<file path="src/rtl/seq_pattern_tx.sv">
// Serial pattern transmitter: takes a parallel word over valid/ready and shifts it
// out one bit per clock on x, qualified by x_valid, with back-to-back, repeat and abort.
module seq_pattern_tx #(
  parameter int WIDTH      = 8,
  parameter bit MSB_FIRST  = 1'b1,
  parameter bit IDLE_LEVEL = 1'b0
) (
  input  logic             clk,
  input  logic             reset,
  input  logic             load_valid,
  output logic             load_ready,
  input  logic [WIDTH-1:0] load_data,
  input  logic             repeat_en,
  input  logic             abort,
  output logic             x,
  output logic             x_valid,
  output logic             busy,
  output logic             done,
  output logic [4:0]       bit_idx
);

  typedef enum logic {IDLE = 1'b0, SHIFT = 1'b1} state_t;

  localparam logic [4:0] LAST_IDX = 5'(WIDTH - 1);

  state_t           state_reg, state_next;
  logic [WIDTH-1:0] shift_reg, shift_next;
  logic [WIDTH-1:0] hold_reg, hold_next;
  logic [4:0]       idx_reg, idx_next;
  logic             x_reg, x_next;
  logic             done_reg, done_next;
  logic             accept;
  logic             last_bit;

  // The bit about to go out always sits at the "front" end of the shift register.
  function automatic logic first_bit(input logic [WIDTH-1:0] w);
    return MSB_FIRST ? w[WIDTH-1] : w[0];
  endfunction

  function automatic logic [WIDTH-1:0] advance(input logic [WIDTH-1:0] w);
    return MSB_FIRST ? {w[WIDTH-2:0], 1'b0} : {1'b0, w[WIDTH-1:1]};
  endfunction

  always_ff @(posedge clk or posedge reset) begin
    if (reset) begin
      state_reg <= IDLE;
      shift_reg <= '0;
      hold_reg  <= '0;
      idx_reg   <= '0;
      x_reg     <= IDLE_LEVEL;
      done_reg  <= 1'b0;
    end else begin
      state_reg <= state_next;
      shift_reg <= shift_next;
      hold_reg  <= hold_next;
      idx_reg   <= idx_next;
      x_reg     <= x_next;
      done_reg  <= done_next;
    end
  end

  always_comb begin
    state_next = state_reg;
    shift_next = shift_reg;
    hold_next  = hold_reg;
    idx_next   = idx_reg;
    x_next     = x_reg;
    done_next  = 1'b0;
    unique case (state_reg)
      IDLE: begin
        x_next   = IDLE_LEVEL;
        idx_next = '0;
        if (accept) begin
          state_next = SHIFT;
          shift_next = load_data;
          hold_next  = load_data;
          x_next     = first_bit(load_data);
        end
      end
      SHIFT: begin
        if (abort) begin
          state_next = IDLE;
          idx_next   = '0;
          x_next     = IDLE_LEVEL;
        end else if (last_bit) begin
          // New word beats repeat; either way the next bit follows with no gap.
          idx_next = '0;
          if (accept) begin
            shift_next = load_data;
            hold_next  = load_data;
            x_next     = first_bit(load_data);
          end else if (repeat_en) begin
            shift_next = hold_reg;
            x_next     = first_bit(hold_reg);
          end else begin
            state_next = IDLE;
            x_next     = IDLE_LEVEL;
            done_next  = 1'b1;
          end
        end else begin
          shift_next = advance(shift_reg);
          x_next     = first_bit(advance(shift_reg));
          idx_next   = idx_reg + 5'd1;
        end
      end
      default: state_next = IDLE;
    endcase
  end

  always_comb begin
    last_bit   = (state_reg == SHIFT) && (idx_reg == LAST_IDX);
    load_ready = !abort && ((state_reg == IDLE) || last_bit);
    accept     = load_valid && load_ready;
    x          = x_reg;
    x_valid    = (state_reg == SHIFT);
    busy       = (state_reg == SHIFT);
    done       = done_reg;
    bit_idx    = idx_reg;
  end

  // A finished-word pulse can never overlap a data bit.
  assert property (@(posedge clk) disable iff (reset) !(done && x_valid));

endmodule

</file>
<file path="config.mk">
export PLATFORM = sky130hd
export DESIGN_NAME = seq_pattern_tx
export DESIGN_NICKNAME = d
export VERILOG_FILES = /design/src/rtl/seq_pattern_tx.sv
export SDC_FILE = /design/constraint.sdc
export NUM_CORES = 1
export LEC_CHECK = 0
export ABC_AREA = 1
export BUFFER_PORTS_ARGS = -buffer_cell sky130_fd_sc_hd__buf_2
export CAP_MARGIN = 20
export CORE_ASPECT_RATIO = 1.2
export CORE_MARGIN = 4
export CORE_UTILIZATION = 57
export DETAILED_ROUTE_END_ITERATION = 12
export PLACE_DENSITY = 0.82
export SLEW_MARGIN = 15
export SYNTH_ARGS = -nofsm -noshare
export SYNTH_HDL_FRONTEND = slang
export SYNTH_SLANG_ARGS = --single-unit
export TNS_END_PERCENT = 20
</file>
<file path="constraint.sdc">
create_clock -name clk -period 2.1 [get_ports clk]
set_input_delay 0.42 -clock clk [delete_from_list [all_inputs] [get_ports clk]]
set_output_delay 0.42 -clock clk [all_outputs]
set_load 0.03 [all_outputs]
</file>
==> results.txt <==
Syn-to-layout area delta -> 14.2%
Startpoint Class -> register
f_max -> 531 MHz
Reg power frac -> 58.1%
slowest stage cell, crit path -> dfrtp_1
Post-Syn Area -> 0.00120 mm^2
Worst EP arrival -> 1.46 ns
layout cells sized above 1 -> 20.6%
Final GP Congestion -> 0.785
switch share -> 29.0%
die span in x -> 49.9 um
clk buf depth -> 2
Sw Pwr -> 260 uW
Reg area -> 576 um^2
element type at the critical path end -> primary output
CP startpoint -> bit_idx[0]
Worst-path clk slew -> 0.12 ns
largest net degree at the start of global routing -> 24
worst r2r path cells -> 10
Final Hold Vio Count -> 0
Pint -> 637 uW
#FFs+latches synth -> 23
MaxCap Viol Count -> 0
total gr overflow -> 0
fin crit period -> 1.88 ns
initial antenna violation count -> 0
Combinational Power Share -> 19.5%
Slew Limit Fails -> 0
reg2reg start -> bit_idx[0]
core region area -> 0.00191 mm^2
Diodes inserted -> 0
CP max FO -> 4
RSZ-0062 raised after global routing -> false
Leak -> 0.000766 uW
slowest cell delay on critical path -> 0.40 ns
routed vias -> 1024
syn_area_per_cell -> 7.86 um^2
hold bufs inserted after CTS -> 0
drt total wl -> 2400 um
Final nets -> 195
PortBufs -> 22
Starting Density -> 62.8%
clk root buf -> clkbuf_4
clk_skew -> 0.00183 ns
Post-route DRC -> 0
multi-input logic area -> 517 um^2
Post-Syn Instances -> 153
Global Route Usage Sum -> 19.1%
H-tree Lvls -> 1
num rows -> 17
Die ar. -> 0.00291 mm^2
synth unique cells -> 20
top-level I/O count -> 23
global-route wire length before repair -> 4250 um
CTS tree -> built
antenna viol nets, final -> 0
Clock power frac -> 22.4%
setup TNS -> 0 ns
worst vdd ir -> 0.000431 V
fill cell count -> 173
Worst-Skew Late Latency -> 0.31 ns
WL/cell -> 12.1 um
final period utilization -> 89.6%
post-placement cell area -> 0.00133 mm^2
Die Y -> 58.3 um
# setup viols final -> 0
Min Hold Slack -> 0.119 ns
outcome -> completed
CP Class -> register to primary output
post-route cell area -> 0.00137 mm^2
pwr dens -> 653 mW/mm^2
drt pass-1 iters -> 5
post-synthesis sequential area ratio -> 47.9%
vias in the first global route -> 1010
Max-slew headroom -> 64.8%
DP HPWL -> 1720 um
Iter 0 DRT Violations -> 14
CP cell instances -> ha_1 -> nand2_1 -> inv_2 -> nand2_4 -> a21oi_1 -> buf_2
Syn Nets -> 167
number of flip-flops in the largest register -> 8
HP Class -> primary input to async pin
Ys Warns -> 0
Least-Margin Pin Slew -> 0.528 ns
drt via density -> 5.15
WP data required -> 1.68 ns
total CTS buffers -> 3
CTS Sinks -> 23
[cells in the mapped netlist]
cell | count | area [um^2]
nor2_2 | 2 | 12.5
nand2_1 | 27 | 101
and2_1 | 7 | 43.8
nand2_4 | 3 | 33.8
nand3_2 | 1 | 10.0
buf_4 | 1 | 7.51
o21bai_1 | 1 | 7.51
nor3_1 | 2 | 10.0
clkinv_1 | 1 | 3.75
nand3_1 | 24 | 120
xor2_1 | 2 | 17.5
o21bai_4 | 1 | 18.8
ha_1 | 1 | 12.5
inv_2 | 1 | 3.75
o21ai_0 | 2 | 10.0
buf_2 | 1 | 5.00
dfrtp_1 | 23 | 576
a21oi_1 | 8 | 40.0
nor2_1 | 21 | 78.8
inv_1 | 24 | 90.1
[metrics by stage]
stage | instances | utilization, % | setup slack [ns] | power [uW]
after global routing | 199 | 71.7 | 0.0515 | 964
after floorplan | 153 | - | 0.178 | 657
after global placement | 193 | 69.5 | 0.459 | 699
after detailed placement | 193 | 69.5 | 0.422 | 705
after CTS | 197 | 70.9 | 0.0528 | 908
final | 199 | 71.7 | 0.217 | 897
[critical path: cells and delay by family, from the launching register on]
family          cells  cell delay [ns]
compound gates      1             0.12
fa+ha+maj           1             0.18
buf+inv             2             0.31
flops               1             0.40
simple gates        2             0.12
[routing by layer]
layer  GRT usage, %  wire length (um)  vias to the layer above
li1               -                 -                      530
met4           9.09                46                        0
met2           35.5              1260                       22
met3           3.54                91                        5
met5              0                 0                        -
met1           20.6              1010                      467
[power by group through the flow]
stage | Clock (uW) | Combinational, uW | Sequential (uW)
final | 201 | 175 | 521
after global routing | 238 | 198 | 528
after CTS | 209 | 178 | 521
after detailed placement | 0 | 175 | 530
after global placement | 0 | 171 | 528
after floorplan | 0 | 125 | 532
[final timing paths]
check / endpoint / slack, ns
max in group asynchronous: done / 1.75
worst max-delay path: load_ready / 0.22
min in group clk: done / 0.34
worst min register to register: bit_idx[0] / 0.48
worst min-delay path: shift_reg[3] / 0.12
worst max register to register: shift_reg[3] / 0.46
[logic make-up after synthesis]
| family | Yosys count | share of synthesized area [%] |
|---|---|---|
| AND/OR/NAND/NOR | 87 | 34.1 |
| buffers and inverters | 28 | 9.16 |
| flip-flops | 23 | 47.9 |
| AO/OA/AOI/OAI | 12 | 6.35 |
| XOR/XNOR | 2 | 1.46 |
| adder cells (fa/ha/maj) | 1 | 1.04 |
[layout make-up]
cell class / instances / share of cell area [%]
inverters: 26 / 7.11
clock buffers: 4 / 1.91
repair buffers: 25 / 9.66
flip-flops and latches: 23 / 41.9
multi-input cells: 102 / 37.6
well taps: 19 / 1.73
[placed cells by master (no fill, tap or decap)]
cell	netlist	routed
a21oi_1	8	8
o21bai_4	1	1
buf_2	1	22
o21ai_0	2	2
nor3_1	2	2
nand3_1	24	24
o21bai_1	1	1
nand3_2	1	1
clkbuf_4	0	3
xor2_1	2	2
nor2_1	21	21
clkbuf_1	0	1
nor2_2	2	2
nand2_4	3	3
inv_2	1	2
ha_1	1	1
dfrtp_1	23	23
inv_1	24	24
and2_1	7	7
buf_4	1	3
nand2_1	27	27
[repair_timing]
action                     4_1_cts  5_1_grt
setup endpoints to repair        0        1
resized for setup                0        1
buffers inserted                 0        2
No activity file was read; power rests on OpenSTA's default activity.
